--- config.mk ---
export PLATFORM = sky130hd
export DESIGN_NAME = sprite_blit_ctrl_flat
export DESIGN_NICKNAME = d
export VERILOG_FILES = /design/src/rtl/sprite_blit_if.sv /design/src/rtl/sprite_blit_ctrl.sv /design/src/flat_wrapper.sv
export SDC_FILE = /design/constraint.sdc
export NUM_CORES = 1
export LEC_CHECK = 0
export BUFFER_PORTS_ARGS = -buffer_cell sky130_fd_sc_hd__buf_2
export CORE_AREA = 2 2 113 115
export CTS_CLUSTER_DIAMETER = 120
export DETAILED_ROUTE_END_ITERATION = 16
export DIE_AREA = 0 0 115 117
export PLACE_DENSITY = 0.54
export SKIP_LAST_GASP = 1
export SLEW_MARGIN = 10
export SYNTH_ARGS = -nofsm -noshare
export SYNTH_HDL_FRONTEND = slang
export SYNTH_SLANG_ARGS = --single-unit
--- constraint.sdc ---
create_clock -name clock -period 3.6 [get_ports clock]
set_input_delay 0.72 -clock clock [delete_from_list [all_inputs] [get_ports clock]]
set_output_delay 0.72 -clock clock [all_outputs]
set_load 0.1 [all_outputs]
--- src/rtl/sprite_blit_if.sv ---
// Sprite blit controller bus bundle: renderer request/status, sprite ROM port
// and framebuffer write port.
//   master : requester side (drives start/x0/y0, returns rom_q and fb_ready)
//   slave  : blit controller side (drives status, ROM address and FB writes)
interface sprite_blit_if #(
   parameter int unsigned ROM_AW = 9,
   parameter int unsigned FB_AW  = 15
);
   logic              start;
   logic [7:0]        x0;
   logic [6:0]        y0;
   logic              busy;
   logic              done;
   logic [ROM_AW-1:0] rom_addr;
   logic [7:0]        rom_q;
   logic              fb_we;
   logic [FB_AW-1:0]  fb_addr;
   logic [7:0]        fb_data;
   logic              fb_ready;
   logic [8:0]        wr_count;

   modport master (
      output start, x0, y0, rom_q, fb_ready,
      input  busy, done, rom_addr, fb_we, fb_addr, fb_data, wr_count
   );

   modport slave (
      input  start, x0, y0, rom_q, fb_ready,
      output busy, done, rom_addr, fb_we, fb_addr, fb_data, wr_count
   );
endinterface

--- src/rtl/sprite_blit_ctrl.sv ---
// Copies one SPR_W x SPR_H sprite from a 1-cycle-latency sprite ROM into the
// framebuffer at origin (x0, y0), clipping pixels outside FB_W x FB_H.
// Optional colour-key skip is enabled by defining SPRITE_TRANSPARENT_EN.
// Ports:
//   clock        system clock, all logic on posedge
//   reset        synchronous active-high reset
//   bus (slave)  start/x0/y0 request, busy/done/wr_count status,
//                rom_addr/rom_q sprite ROM port, fb_we/fb_addr/fb_data/fb_ready
//                framebuffer write handshake
module sprite_blit_ctrl #(
   parameter int unsigned SPR_W  = 20,
   parameter int unsigned SPR_H  = 20,
   parameter int unsigned ROM_AW = 9,
   parameter int unsigned FB_W   = 160,
   parameter int unsigned FB_H   = 120,
   parameter int unsigned FB_AW  = 15
`ifdef SPRITE_TRANSPARENT_EN
   ,
   parameter logic [7:0]  KEY    = 8'd255
`endif
) (
   input  logic           clock,
   input  logic           reset,
   sprite_blit_if.slave   bus
);

   localparam int unsigned COL_W = $clog2(SPR_W);
   localparam int unsigned ROW_W = $clog2(SPR_H);

   typedef enum logic [2:0] {
      S_IDLE, S_FETCH, S_WAIT, S_WRITE, S_DONE
   } state_t;

   state_t            state_q, state_d;
   logic              busy_q, busy_d;
   logic              done_q, done_d;
   logic              fb_we_q, fb_we_d;
   logic [7:0]        x0_q;
   logic [6:0]        y0_q;
   logic [COL_W-1:0]  col_q;
   logic [ROW_W-1:0]  row_q;
   logic [ROM_AW-1:0] rom_addr_q;
   logic [FB_AW-1:0]  fb_addr_q;
   logic [7:0]        fb_data_q;
   logic [8:0]        wr_count_q;

   logic [8:0]        px_c, py_c;
   logic [FB_AW-1:0]  fb_addr_c;
   logic              key_hit_c, skip_c, last_c, adv_c;

   // Pixel position at 9 bits so origin + offset never wraps.
   assign px_c      = 9'(x0_q) + 9'(col_q);
   assign py_c      = 9'(y0_q) + 9'(row_q);
   assign fb_addr_c = FB_AW'(py_c) * FB_AW'(FB_W) + FB_AW'(px_c);

`ifdef SPRITE_TRANSPARENT_EN
   assign key_hit_c = (bus.rom_q == KEY);
`else
   assign key_hit_c = 1'b0;
`endif

   assign skip_c = (px_c >= 9'(FB_W)) || (py_c >= 9'(FB_H)) || key_hit_c;
   assign last_c = (row_q == ROW_W'(SPR_H - 1)) && (col_q == COL_W'(SPR_W - 1));
   // Pixel retires on a skip in WAIT or on the write handshake.
   assign adv_c  = ((state_q == S_WAIT) && skip_c) ||
                   ((state_q == S_WRITE) && bus.fb_ready);

   // State register plus registered status outputs.
   always_ff @(posedge clock) begin
      if (reset) begin
         state_q <= S_IDLE;
         busy_q  <= 1'b0;
         done_q  <= 1'b0;
         fb_we_q <= 1'b0;
      end else begin
         state_q <= state_d;
         busy_q  <= busy_d;
         done_q  <= done_d;
         fb_we_q <= fb_we_d;
      end
   end

   // Next-state logic.
   always_comb begin
      state_d = state_q;
      case (state_q)
         S_IDLE:  if (bus.start) state_d = S_FETCH;
         S_FETCH: state_d = S_WAIT;
         S_WAIT: begin
            if (skip_c) state_d = last_c ? S_DONE : S_FETCH;
            else        state_d = S_WRITE;
         end
         S_WRITE: if (bus.fb_ready) state_d = last_c ? S_DONE : S_FETCH;
         S_DONE:  state_d = S_IDLE;
         default: state_d = S_IDLE;
      endcase
   end

   // Status outputs decoded from the next state so they register in step.
   always_comb begin
      busy_d  = 1'b0;
      done_d  = 1'b0;
      fb_we_d = 1'b0;
      busy_d  = (state_d != S_IDLE);
      done_d  = (state_d == S_DONE);
      fb_we_d = (state_d == S_WRITE);
   end

   // Datapath: origin latch, sprite walk, ROM address and write payload.
   // rom_addr is the linear index row*SPR_W+col, so it steps by one per pixel
   // and is already valid during FETCH for the ROM to sample.
   always_ff @(posedge clock) begin
      if (reset) begin
         x0_q       <= '0;
         y0_q       <= '0;
         col_q      <= '0;
         row_q      <= '0;
         rom_addr_q <= '0;
         fb_addr_q  <= '0;
         fb_data_q  <= '0;
         wr_count_q <= '0;
      end else begin
         case (state_q)
            S_IDLE: begin
               if (bus.start) begin
                  x0_q       <= bus.x0;
                  y0_q       <= bus.y0;
                  col_q      <= '0;
                  row_q      <= '0;
                  rom_addr_q <= '0;
                  wr_count_q <= '0;
               end
            end
            S_WAIT: begin
               if (!skip_c) begin
                  fb_data_q <= bus.rom_q;
                  fb_addr_q <= fb_addr_c;
               end
            end
            S_WRITE: begin
               if (bus.fb_ready) wr_count_q <= wr_count_q + 9'd1;
            end
            default: ;
         endcase

         if (adv_c && !last_c) begin
            rom_addr_q <= rom_addr_q + ROM_AW'(1);
            if (col_q == COL_W'(SPR_W - 1)) begin
               col_q <= '0;
               row_q <= row_q + ROW_W'(1);
            end else begin
               col_q <= col_q + COL_W'(1);
            end
         end
      end
   end

   assign bus.busy     = busy_q;
   assign bus.done     = done_q;
   assign bus.fb_we    = fb_we_q;
   assign bus.rom_addr = rom_addr_q;
   assign bus.fb_addr  = fb_addr_q;
   assign bus.fb_data  = fb_data_q;
   assign bus.wr_count = wr_count_q;

endmodule

--- src/flat_wrapper.sv ---
// flat-port wrapper written by rule: the top's interface ports become plain ports
module sprite_blit_ctrl_flat 
#(
   parameter int unsigned SPR_W  = 20,
   parameter int unsigned SPR_H  = 20,
   parameter int unsigned ROM_AW = 9,
   parameter int unsigned FB_W   = 160,
   parameter int unsigned FB_H   = 120,
   parameter int unsigned FB_AW  = 15

)
  (clock, reset, bus_start, bus_x0, bus_y0, bus_rom_q, bus_fb_ready, bus_busy, bus_done, bus_rom_addr, bus_fb_we, bus_fb_addr, bus_fb_data, bus_wr_count);
  sprite_blit_if #(.ROM_AW(ROM_AW), .FB_AW(FB_AW)) bus_i ();
  input  logic clock;
  input  logic reset;
  input wire logic [$bits(bus_i.start)-1:0] bus_start;
  input wire logic [$bits(bus_i.x0)-1:0] bus_x0;
  input wire logic [$bits(bus_i.y0)-1:0] bus_y0;
  input wire logic [$bits(bus_i.rom_q)-1:0] bus_rom_q;
  input wire logic [$bits(bus_i.fb_ready)-1:0] bus_fb_ready;
  output wire logic [$bits(bus_i.busy)-1:0] bus_busy;
  output wire logic [$bits(bus_i.done)-1:0] bus_done;
  output wire logic [$bits(bus_i.rom_addr)-1:0] bus_rom_addr;
  output wire logic [$bits(bus_i.fb_we)-1:0] bus_fb_we;
  output wire logic [$bits(bus_i.fb_addr)-1:0] bus_fb_addr;
  output wire logic [$bits(bus_i.fb_data)-1:0] bus_fb_data;
  output wire logic [$bits(bus_i.wr_count)-1:0] bus_wr_count;
  assign bus_i.start = bus_start;
  assign bus_i.x0 = bus_x0;
  assign bus_i.y0 = bus_y0;
  assign bus_i.rom_q = bus_rom_q;
  assign bus_i.fb_ready = bus_fb_ready;
  assign bus_busy = bus_i.busy;
  assign bus_done = bus_i.done;
  assign bus_rom_addr = bus_i.rom_addr;
  assign bus_fb_we = bus_i.fb_we;
  assign bus_fb_addr = bus_i.fb_addr;
  assign bus_fb_data = bus_i.fb_data;
  assign bus_wr_count = bus_i.wr_count;
  sprite_blit_ctrl #(.SPR_W(SPR_W), .SPR_H(SPR_H), .ROM_AW(ROM_AW), .FB_W(FB_W), .FB_H(FB_H), .FB_AW(FB_AW)) u_core (.clock(clock), .reset(reset), .bus(bus_i));
endmodule
==> impl_results.md <==
- Status: completed
- Multi-input logic area: between 0.002 and 0.003 mm^2
- Leakage: 0.00244 uW
- Crit-path max cell delay: 0.36 ns
- Number of antenna violations at the first check in global routing: 0
- Via Count: ~3700
- Core area: between 0.01 and 0.015 mm^2
- Buffers on Ports: 70
- Global-route wire length before repair: between 15 and 20 mm
- Remaining Overflow, GRT: 0
- Layout area overhead: 26.4%
- Post-synth EDFFs: 0
- Root buf cell: clkbuf_16
- Initial Utilization: 0.341
- DRC Markers: 0
- Type of the worst min-delay path: flip-flop to flip-flop
- Area contributors post-synth: dfxtp_1 (34%), ha_1 (8.4%), mux2i_1 (5.3%), nor2_1 (4.8%), nand2_1 (4.4%)
- Hold slack: roughly 0.46 ns
- Netlist cell types: between 60 and 70
- Final core utilization: 0.430
- Seq cells post-synth: between 70 and 80
- # diodes: 0
- Most used cell, CP: ha_4
- PwrDens: 412 mW/mm^2
- Die W: about 120 um
- Worst vdd ir: around 0.27 mV
- Slew Viols, Final: 0
- Worst Setup End Kind: flip-flop
- Layout fillers: 1249
- YS warnings: 0
- Clk slew on worst S/H paths: 0.06 ns
- Cell taking the most area after synthesis: dfxtp_1
- Post-route ant nets: 0
- Ys async rst share: 0
- Register area share after synthesis: 0.344
- Startpoint types: flip-flop
- Dominant cell by count in the synthesized netlist: dfxtp_1
- Overall Global Routing Usage: 0.151
- Die area: approximately 0.013 mm^2
- R2R Setup Slk: ~0.12 ns
- Fmax: about 0.29 GHz
- Worst slew margin: 0.459
- Syn Inst Count: 473
- Avg WL per Cell: roughly 14 um
- Vias in the first global route: 3462
- Final net count: a little over 600
- Min Tclk post-route: roughly 3.5 ns
- Slowest CP cell: dfxtp_4
- Ys flop type: dfxtp_1
- Worst Path Required: approximately 3.8 ns
- H-tree depth: 3
- Crit-path cells: ha_4 -> nor2b_1 -> a221o_1 -> a211o_1 -> ha_1 -> ha_4 -> buf_4 -> nor2b_2 -> o31a_1 -> nor3_2 -> o31ai_1 -> a22oi_1 -> xor2_1 -> a211oi_1
- Layout cells sized above 1: 0.274
- First-pass DRT Iterations: 5
- Clock buffer depth: 2
- Final period utilization: 0.967
- RSZ-0062 raised after global routing: yes
- Clock skew: 0.00795 ns
- Die height: 117 um
- CTS tree: built
- # clock sinks: 72
- I/O pins: 71
- Post-Synthesis Cell Area: 0.00419 mm^2
- DRT iter0 DRCs: between 100 and 150
- Commonest cells in the netlist: dfxtp_1 (72), nor2_1 (54), nand2_1 (49)
- Final hold violations: 0
- Net Count, Synth: 532
- Via density: around 5.1
- WP data arrival: ~3.7 ns
- Critical path class: flip-flop to flip-flop
- Skew-Pair Late Insertion Delay: 0.34 ns
- Final wirelength: roughly 10 mm
- Avg Cell Area, Syn: between 8 and 9 um^2
- Row Count: 41
- Cts bufs inserted: 9
- Reg area: around 0.0014 mm^2
- Max cap viols: 0
- Top cell type's share of synthesized area: 0.344
- Pin count of the biggest net entering global routing: 43
- Cts hold-fix bufs: 0
- Worst Max-Slew Pin Slew: around 0.8 ns
- Final setup violation count: 0
- Worst Path Max Fanout: 4
- Dpl hpwl: about 7 mm
- Placer Congestion: ~0.81
[worst paths after layout]
kind,depth (start not counted),end,from
min reg2reg,2,u_core.x0_q[0],u_core.x0_q[0]
max,14,u_core.bus.fb_addr[14],u_core.row_q[4]
min,2,u_core.x0_q[0],u_core.x0_q[0]
max reg2reg,14,u_core.bus.fb_addr[14],u_core.row_q[4]
[final cells by class]
cell class | count | share of cell area
Tap cell | 150 | 0.0354
Inverter | 17 | 0.0120
Multi-Input combinational cell | 368 | 0.524
Clock buffer | 13 | 0.0491
Clock inverter | 3 | 0.00755
Timing Repair Buffer | 93 | 0.0987
Sequential cell | 72 | 0.273
[flip-flops by register name (all words and copies together) (netlist names), 3 cells and up]
signal,cells
u_core.col_q,5
u_core.bus.fb_data,8
u_core.bus.fb_addr,15
u_core.y0_q,7
u_core.row_q,5
u_core.x0_q,8
u_core.bus.rom_addr,9
u_core.bus.wr_count,9
u_core.state_q,3
[logic make-up (layout without fill, tap and decap cells)]
group                      after synthesis  after routing  share of synthesized area
AOI/OAI and AO/OA                      105            105                      0.176
xor gates and xnor gates                32             32                     0.0719
adders and majority gates               32             32                      0.103
buffers and inverters                   33            126                     0.0400
DFF                                     72             72                      0.344
muxes                                   25             25                     0.0615
and+or+nand+nor                        174            174                      0.204
[layer usage]
layer | global-route usage | vias up | routed length, um
li1 | - | 1857 | -
met1 | 0.182 | 1744 | 4580
met2 | 0.260 | 52 | 4930
met3 | 0.0278 | 9 | 294
met4 | 0.0731 | 0 | 164
met5 | 0 | - | 0
[through the flow]
step	area, um^2	setup TNS, ns	std cells	worst slack (ns)	total power [uW]
final	5300	0	716	0.119	2180
after global routing	5300	-0.0716	716	-0.0716	2280
after CTS	5120	0	713	0.0244	2200
after detailed placement	4800	-0.0399	697	-0.0399	1270
after global placement	4800	0	697	0.0411	1270
after floorplan	4210	0	473	0.00912	1180
[power breakdown]
part,total (uW),switching [uW],internal (uW),leakage [uW]
clock network,907,334,572,0.000150
registers,853,24.9,828,0.000586
logic,425,281,144,0.00171
total,2180,640,1540,0.00244
[worst max-delay path: cells and delay by family, from the launching register on]
family | cells | cell delay (ns)
simple gates | 3 | 0.55
compound gates | 6 | 1.33
buf+inv | 1 | 0.14
xor+xnor | 1 | 0.16
flops | 1 | 0.36
fa+ha+maj | 3 | 0.82
[cell usage in the layout (no fill, tap or decap), types with 4 or more instances in the layout]
master     count
nand3_1       11
xnor2_1       13
ha_1          20
nand3b_1       4
buf_2         70
buf_4         23
nor2b_1        7
a31oi_1        4
or3_1          6
inv_1         14
nand2b_1       4
a21o_1         8
nor2_1        52
xor2_1        15
nand2_1       49
clkbuf_16      9
nor3b_1        4
o21ai_0       11
a22o_1         6
mux2i_1       22
o211ai_1       5
and3_1         8
nand4_1        7
dfxtp_1       69
ha_4           7
a21oi_1       32
[repair_timing]
| item | 4_1_cts | 5_1_grt |
|---|---|---|
| resized for setup | 4 | 30 |
| pin swaps | 2 | 19 |
| setup endpoints to repair | 1 | 2 |
| setup buffers | 0 | 3 |
| endpoints found under the hold margin | 0 | 0 |
(Power assumes the default switching activity.)
